File: config.mk
export PLATFORM = sky130hd
export DESIGN_NAME = pht_ctrl
export DESIGN_NICKNAME = d
export VERILOG_FILES = /design/src/rtl/pht_ctrl.sv
export SDC_FILE = /design/constraint.sdc
export NUM_CORES = 1
export LEC_CHECK = 0
export ABC_AREA = 0
export BUFFER_PORTS_ARGS = -buffer_cell sky130_fd_sc_hd__buf_2
export CAP_MARGIN = 20
export CORE_AREA = 10 10 97 99
export DETAILED_ROUTE_END_ITERATION = 10
export DIE_AREA = 0 0 107 109
export PLACE_DENSITY = 0.73
export SLEW_MARGIN = 20
export SYNTH_ARGS = -nofsm -noshare
export SYNTH_HDL_FRONTEND = slang
export SYNTH_SLANG_ARGS = --single-unit
File: constraint.sdc
create_clock -name clk -period 2.7 [get_ports clk]
set_clock_uncertainty 0.1 [all_clocks]
set_input_delay 0.675 -clock clk [delete_from_list [all_inputs] [get_ports clk]]
set_output_delay 0.675 -clock clk [all_outputs]
set_load 0.005 [all_outputs]
File: src/rtl/pht_ctrl.sv
// -----------------------------------------------------------------------------
// pht_ctrl
// Branch predictor front-end controller sitting in front of a pattern history
// table (PHT). It serves prediction lookups with a fixed two-cycle latency and
// queues branch resolutions in a small FIFO. Queued resolutions train the PHT
// and advance a non-speculative global history register (GHR) that is used
// for gshare indexing.
//
// Arbitration: a lookup is accepted only from IDLE and only while the resolve
// queue holds fewer than DRAIN_THRESH entries. The queue head is popped in any
// IDLE cycle that does not accept a lookup. Because the PHT update strobe
// follows a pop and the PHT read strobe follows an accept, the two strobes can
// never be high in the same cycle.
//
// Ports
//   clk, rst_n          : rising-edge clock, asynchronous active-low reset
//   lookup_valid/ready  : prediction request handshake
//   lookup_pc [7:0]     : branch address to predict
//   pred_valid          : one-cycle prediction result pulse
//   pred_taken          : predicted direction (holds while pred_valid=0)
//   pred_index [7:0]    : PHT index used (holds while pred_valid=0)
//   resolve_valid/ready : resolution push handshake
//   resolve_index [7:0] : PHT index to train
//   resolve_taken       : actual branch outcome
//   ghr_clear           : synchronous clear of the history register
//   pht_addr [7:0]      : PHT entry select (registered)
//   pht_request         : PHT read strobe (registered)
//   pht_result          : PHT update strobe (registered)
//   pht_taken           : PHT update direction (registered)
//   pht_prediction      : PHT read data, valid the cycle after pht_request
// -----------------------------------------------------------------------------
module pht_ctrl #(
   parameter int FIFO_DEPTH   = 4,
   parameter int DRAIN_THRESH = 3,
   parameter int HIST_EN      = 1
) (
   input  logic       clk,
   input  logic       rst_n,
   input  logic       lookup_valid,
   output logic       lookup_ready,
   input  logic [7:0] lookup_pc,
   output logic       pred_valid,
   output logic       pred_taken,
   output logic [7:0] pred_index,
   input  logic       resolve_valid,
   output logic       resolve_ready,
   input  logic [7:0] resolve_index,
   input  logic       resolve_taken,
   input  logic       ghr_clear,
   output logic [7:0] pht_addr,
   output logic       pht_request,
   output logic       pht_result,
   output logic       pht_taken,
   input  logic       pht_prediction
);

   localparam int PTR_W = (FIFO_DEPTH > 1) ? $clog2(FIFO_DEPTH) : 1;
   localparam int CNT_W = $clog2(FIFO_DEPTH + 1);
   localparam logic [PTR_W-1:0] PTR_LAST   = PTR_W'(FIFO_DEPTH - 1);
   localparam logic [CNT_W-1:0] CNT_FULL   = CNT_W'(FIFO_DEPTH);
   localparam logic [CNT_W-1:0] CNT_THRESH = CNT_W'(DRAIN_THRESH);

   typedef enum logic [1:0] {
      ST_IDLE    = 2'd0,
      ST_ISSUE   = 2'd1,
      ST_CAPTURE = 2'd2
   } state_t;

   state_t           r_state;
   logic [7:0]       r_index;
   logic [7:0]       r_ghr;
   logic             r_pred_valid;
   logic             r_pred_taken;
   logic [7:0]       r_pred_index;
   logic [7:0]       r_pht_addr;
   logic             r_pht_request;
   logic             r_pht_result;
   logic             r_pht_taken;

   // Queue entry layout: {index[7:0], taken}
   logic [8:0]       r_mem [FIFO_DEPTH];
   logic [PTR_W-1:0] r_wr_ptr;
   logic [PTR_W-1:0] r_rd_ptr;
   logic [CNT_W-1:0] r_count;

   logic             w_lookup_ready;
   logic             w_resolve_ready;
   logic             w_accept;
   logic             w_push;
   logic             w_pop;
   logic [7:0]       w_index;
   logic [8:0]       w_head;

   // Pointer advance with explicit wrap so non-power-of-two depths work.
   function automatic logic [PTR_W-1:0] ptr_inc(input logic [PTR_W-1:0] ptr);
      logic [PTR_W-1:0] nxt;
      if (ptr == PTR_LAST) begin
         nxt = '0;
      end else begin
         nxt = ptr + PTR_W'(1);
      end
      return nxt;
   endfunction

   // Handshake, arbitration and index generation.
   // The readies are gated by rst_n so they read 0 during reset yet allow an
   // accept on the very first edge after release.
   always_comb begin
      w_lookup_ready  = 1'b0;
      w_resolve_ready = 1'b0;
      w_index         = lookup_pc;
      if (rst_n && (r_state == ST_IDLE) && (r_count < CNT_THRESH)) begin
         w_lookup_ready = 1'b1;
      end else begin
         w_lookup_ready = 1'b0;
      end
      if (rst_n && (r_count < CNT_FULL)) begin
         w_resolve_ready = 1'b1;
      end else begin
         w_resolve_ready = 1'b0;
      end
      if (HIST_EN != 0) begin
         w_index = lookup_pc ^ r_ghr;
      end else begin
         w_index = lookup_pc;
      end
   end

   assign w_accept = lookup_valid && w_lookup_ready;
   assign w_push   = resolve_valid && w_resolve_ready;
   // Pops only in IDLE so a lookup in flight blocks draining.
   assign w_pop    = (r_state == ST_IDLE) && !w_accept && (r_count != '0);
   assign w_head   = r_mem[r_rd_ptr];

   // Lookup FSM and prediction outputs.
   always_ff @(posedge clk or negedge rst_n) begin
      if (!rst_n) begin
         r_state      <= ST_IDLE;
         r_index      <= 8'h00;
         r_pred_valid <= 1'b0;
         r_pred_taken <= 1'b0;
         r_pred_index <= 8'h00;
      end else begin
         r_pred_valid <= 1'b0;
         case (r_state)
            ST_IDLE: begin
               if (w_accept) begin
                  r_state <= ST_ISSUE;
                  r_index <= w_index;
               end else begin
                  r_state <= ST_IDLE;
               end
            end
            ST_ISSUE: begin
               r_state      <= ST_CAPTURE;
               r_pred_valid <= 1'b1;
               r_pred_index <= r_index;
            end
            ST_CAPTURE: begin
               r_state      <= ST_IDLE;
               // Keep the direction so pred_taken holds once the pulse ends.
               r_pred_taken <= pht_prediction;
            end
            default: begin
               r_state <= ST_IDLE;
            end
         endcase
      end
   end

   // PHT-side strobes, address and update direction.
   always_ff @(posedge clk or negedge rst_n) begin
      if (!rst_n) begin
         r_pht_addr    <= 8'h00;
         r_pht_request <= 1'b0;
         r_pht_result  <= 1'b0;
         r_pht_taken   <= 1'b0;
      end else if (w_accept) begin
         r_pht_addr    <= w_index;
         r_pht_request <= 1'b1;
         r_pht_result  <= 1'b0;
      end else if (w_pop) begin
         r_pht_addr    <= w_head[8:1];
         r_pht_taken   <= w_head[0];
         r_pht_request <= 1'b0;
         r_pht_result  <= 1'b1;
      end else begin
         r_pht_request <= 1'b0;
         r_pht_result  <= 1'b0;
      end
   end

   // Resolve queue storage, pointers and occupancy.
   always_ff @(posedge clk or negedge rst_n) begin
      if (!rst_n) begin
         for (int i = 0; i < FIFO_DEPTH; i++) begin
            r_mem[i] <= 9'h000;
         end
         r_wr_ptr <= '0;
         r_rd_ptr <= '0;
         r_count  <= '0;
      end else begin
         if (w_push) begin
            r_mem[r_wr_ptr] <= {resolve_index, resolve_taken};
            r_wr_ptr        <= ptr_inc(r_wr_ptr);
         end
         if (w_pop) begin
            r_rd_ptr <= ptr_inc(r_rd_ptr);
         end
         case ({w_push, w_pop})
            2'b10:   r_count <= r_count + CNT_W'(1);
            2'b01:   r_count <= r_count - CNT_W'(1);
            default: r_count <= r_count;
         endcase
      end
   end

   // Global history: advanced only by retired (popped) outcomes; clear wins.
   always_ff @(posedge clk or negedge rst_n) begin
      if (!rst_n) begin
         r_ghr <= 8'h00;
      end else if (ghr_clear) begin
         r_ghr <= 8'h00;
      end else if (w_pop && (HIST_EN != 0)) begin
         r_ghr <= {r_ghr[6:0], w_head[0]};
      end else begin
         r_ghr <= r_ghr;
      end
   end

   assign lookup_ready  = w_lookup_ready;
   assign resolve_ready = w_resolve_ready;
   assign pred_valid    = r_pred_valid;
   // The PHT read data arrives in the capture cycle itself, so the live value
   // is passed through during the pulse and the captured copy otherwise.
   assign pred_taken    = r_pred_valid ? pht_prediction : r_pred_taken;
   assign pred_index    = r_pred_index;
   assign pht_addr      = r_pht_addr;
   assign pht_request   = r_pht_request;
   assign pht_result    = r_pht_result;
   assign pht_taken     = r_pht_taken;

endmodule

==> out/metrics.csv <==
metric;value;unit
status;complete, no violations;
crit path DAT;2.59;ns
Synth area leaders;dfrtp_1 54%, mux2_4 14%, mux4_2 5.4%;
Worst-Skew Late Latency;0.36;ns
leak pwr;2.08;nW
htree depth;3;
largest net degree at the start of global routing;74;
vias per std cell;5.19;
sequential area share after synthesis;53.9;%
Final Net Count;352;
mapped cell area;3760;µm²
Rows;32;
final hold vios;0;
most frequent cells in the layout;81 x dfrtp_1, 44 x buf_2, 36 x mux2_4, 27 x nor2_1, 24 x a21oi_1;
slowest CP cell;dfrtp_1;
crit path cell chain;nor2_2 -> o31ai_4 -> nor2_2 -> ha_1 -> inv_1 -> fa_1 -> xor2_1 -> nor2_1 -> xor2_1;
Die Wd;107;µm
fmax;414;MHz
Mean Syn Cell Area;13.9;µm²
ANT cells;0;
Syn Inst Count;271;
CTS Hold Bufs;0;
initial core utilization;50.0;%
Design Area, Final;4300;µm²
CTS resizes;0;
post-route clock period utilization;89.5;%
Vias;2228;
DRC errors left;0;
CTS tree;done;
Total Die Area;11700;µm²
Slew Limit Fails;0;
gr ovfl total;0;
WL/cell;17.1;µm
Max-cap violations;0;
hpwl dp;5180;µm
delay-heaviest family, CP;simple AND/OR/NAND/NOR gates;
Reg clk slew, reported paths;0.09;ns
Worst R2R Start;pred_valid;
Final ANT Viol Nets;0;
PwrDens;1160;nW/µm²
setup TNS;0;ns
Yosys reg bits;81;
CP endpoint kind;register;
hold crit path type;input port to async pin;
post-synth cell types;34;
Tmin final;2.42;ns
Routed WL;7350;µm
Critical Path Start;pred_valid;
dpl cells;413;
syn_nets;301;
worst-path maximum fanout;19;
Layout area overhead;14.2;%
RSZ-0062 raised after global routing;no;
worst stage delay on the critical path;0.43;ns
Crit Path Category;register to register;
cts bufs inserted;9;
Initial DRT Pass Iterations;4;
worst rel slew slack;41.0;%
RD Place Congestion;0.737;
Yosys top cell by area;dfrtp_1;
CTS Root Cell;clkbuf_8;
WP buf/inv;1;
CTS sink cnt;81;
post-CTS setup repair buffer count;0;
maximum vdd drop;0.506;mV
I/O Pins;46;
worst hold-check slack;0.152;ns
worst slew pin tran;0.885;ns
worst reg-to-reg setup slack;0.28;ns
Synth top area share;53.9;%
vias in the first global route;2413;
core area;7530;µm²
final std cells w/o fill;429;
CTS Buffer Depth;2;
CP required;2.88;ns
Reg-to-Reg End;r_count[2];
Detailed Route Iter0 Violations;65;
I/O Buffers;45;
layout cells sized above 1;41.3;%
initial antenna violation count;0;
total track usage;13.8;%
R2R depth;9;
Die Ht;109;µm
startpoint type of the worst setup path;register;
area post-placement;4090;µm²
most common cell after layout, fill and taps aside;dfrtp_1;
final setup fails;0;
first-pass GRT wire length;12700;µm
Synth Warn #;0;
[per-layer routing]
metal	vias to the layer above	wire length, µm	GRT usage, %
met2	57	3490	20.9
met5	-	0	0
met4	0	138	6.38
met3	11	266	3.48
li1	1048	-	-
met1	1112	3460	18.2
[power breakdown]
part / internal (mW) / switching, mW / total (mW)
sequential: 1.76 / 0.400 / 2.16
combinational: 1.10 / 0.807 / 1.91
clock: 0.443 / 0.482 / 0.925
total: 3.31 / 1.69 / 5.00
[metrics by stage]
step / utilization [%] / total power, mW / setup WS [ns]
finish: 57.1 / 5.00 / 0.283
global route: 57.1 / 5.38 / 0.0975
CTS: 57.1 / 5.07 / 0.263
detailed placement: 54.3 / 4.13 / 0.157
global placement: 54.3 / 4.03 / 0.219
floorplan: - / 3.59 / 0.374
[synth_stat cells, drive strengths merged]
cell,instances
nor2,29
xnor2,1
inv,8
clkbuf,1
xor2,10
ha,6
fa,1
dfrtp,81
mux4,9
o21ai,11
nor2b,3
and2,1
nand2,15
buf,9
or3,1
o31ai,1
and3,1
mux2i,1
o31a,1
nand4,1
mux2,48
a21oi,24
nand3,8
[cell type report]
| cell class | count | area [µm²] |
|---|---|---|
| inverter | 8 | 37.5 |
| fill | 650 | 3230 |
| timing repair buffer | 50 | 265 |
| clock inverter | 7 | 82.6 |
| multi-input combinational | 172 | 1630 |
| tap | 102 | 128 |
| sequential | 81 | 2030 |
| clock buffer | 9 | 124 |
[how the worst max path moves through the flow]
stage | endpoint | slack, ns | cells after the start
3_5_place_dp | r_count[2] | 0.16 | 11
4_1_cts | r_count[2] | 0.26 | 9
3_3_place_gp | r_count[2] | 0.22 | 11
2_1_floorplan | r_count[2] | 0.37 | 10
6_report | r_count[2] | 0.28 | 9
5_1_grt | r_count[2] | 0.1 | 9
[flip-flops by register name, indices dropped and copies added (netlist names), 2 cells and up]
register	flops
pht_addr	8
pred_index	8
r_count	3
r_ghr	8
r_index	8
r_mem	36
r_rd_ptr	2
r_wr_ptr	2
[cells by family after synthesis]
| family | count (synthesis) | share of synthesized area (%) |
|---|---|---|
| compound gates | 37 | 5.49 |
| xor+xnor | 11 | 2.56 |
| fa+ha+maj | 7 | 2.53 |
| buf+inv | 18 | 2.73 |
| flops | 81 | 53.9 |
| mux | 58 | 23.6 |
| simple gates | 59 | 9.18 |
No activity file was read; power rests on OpenSTA's default activity.
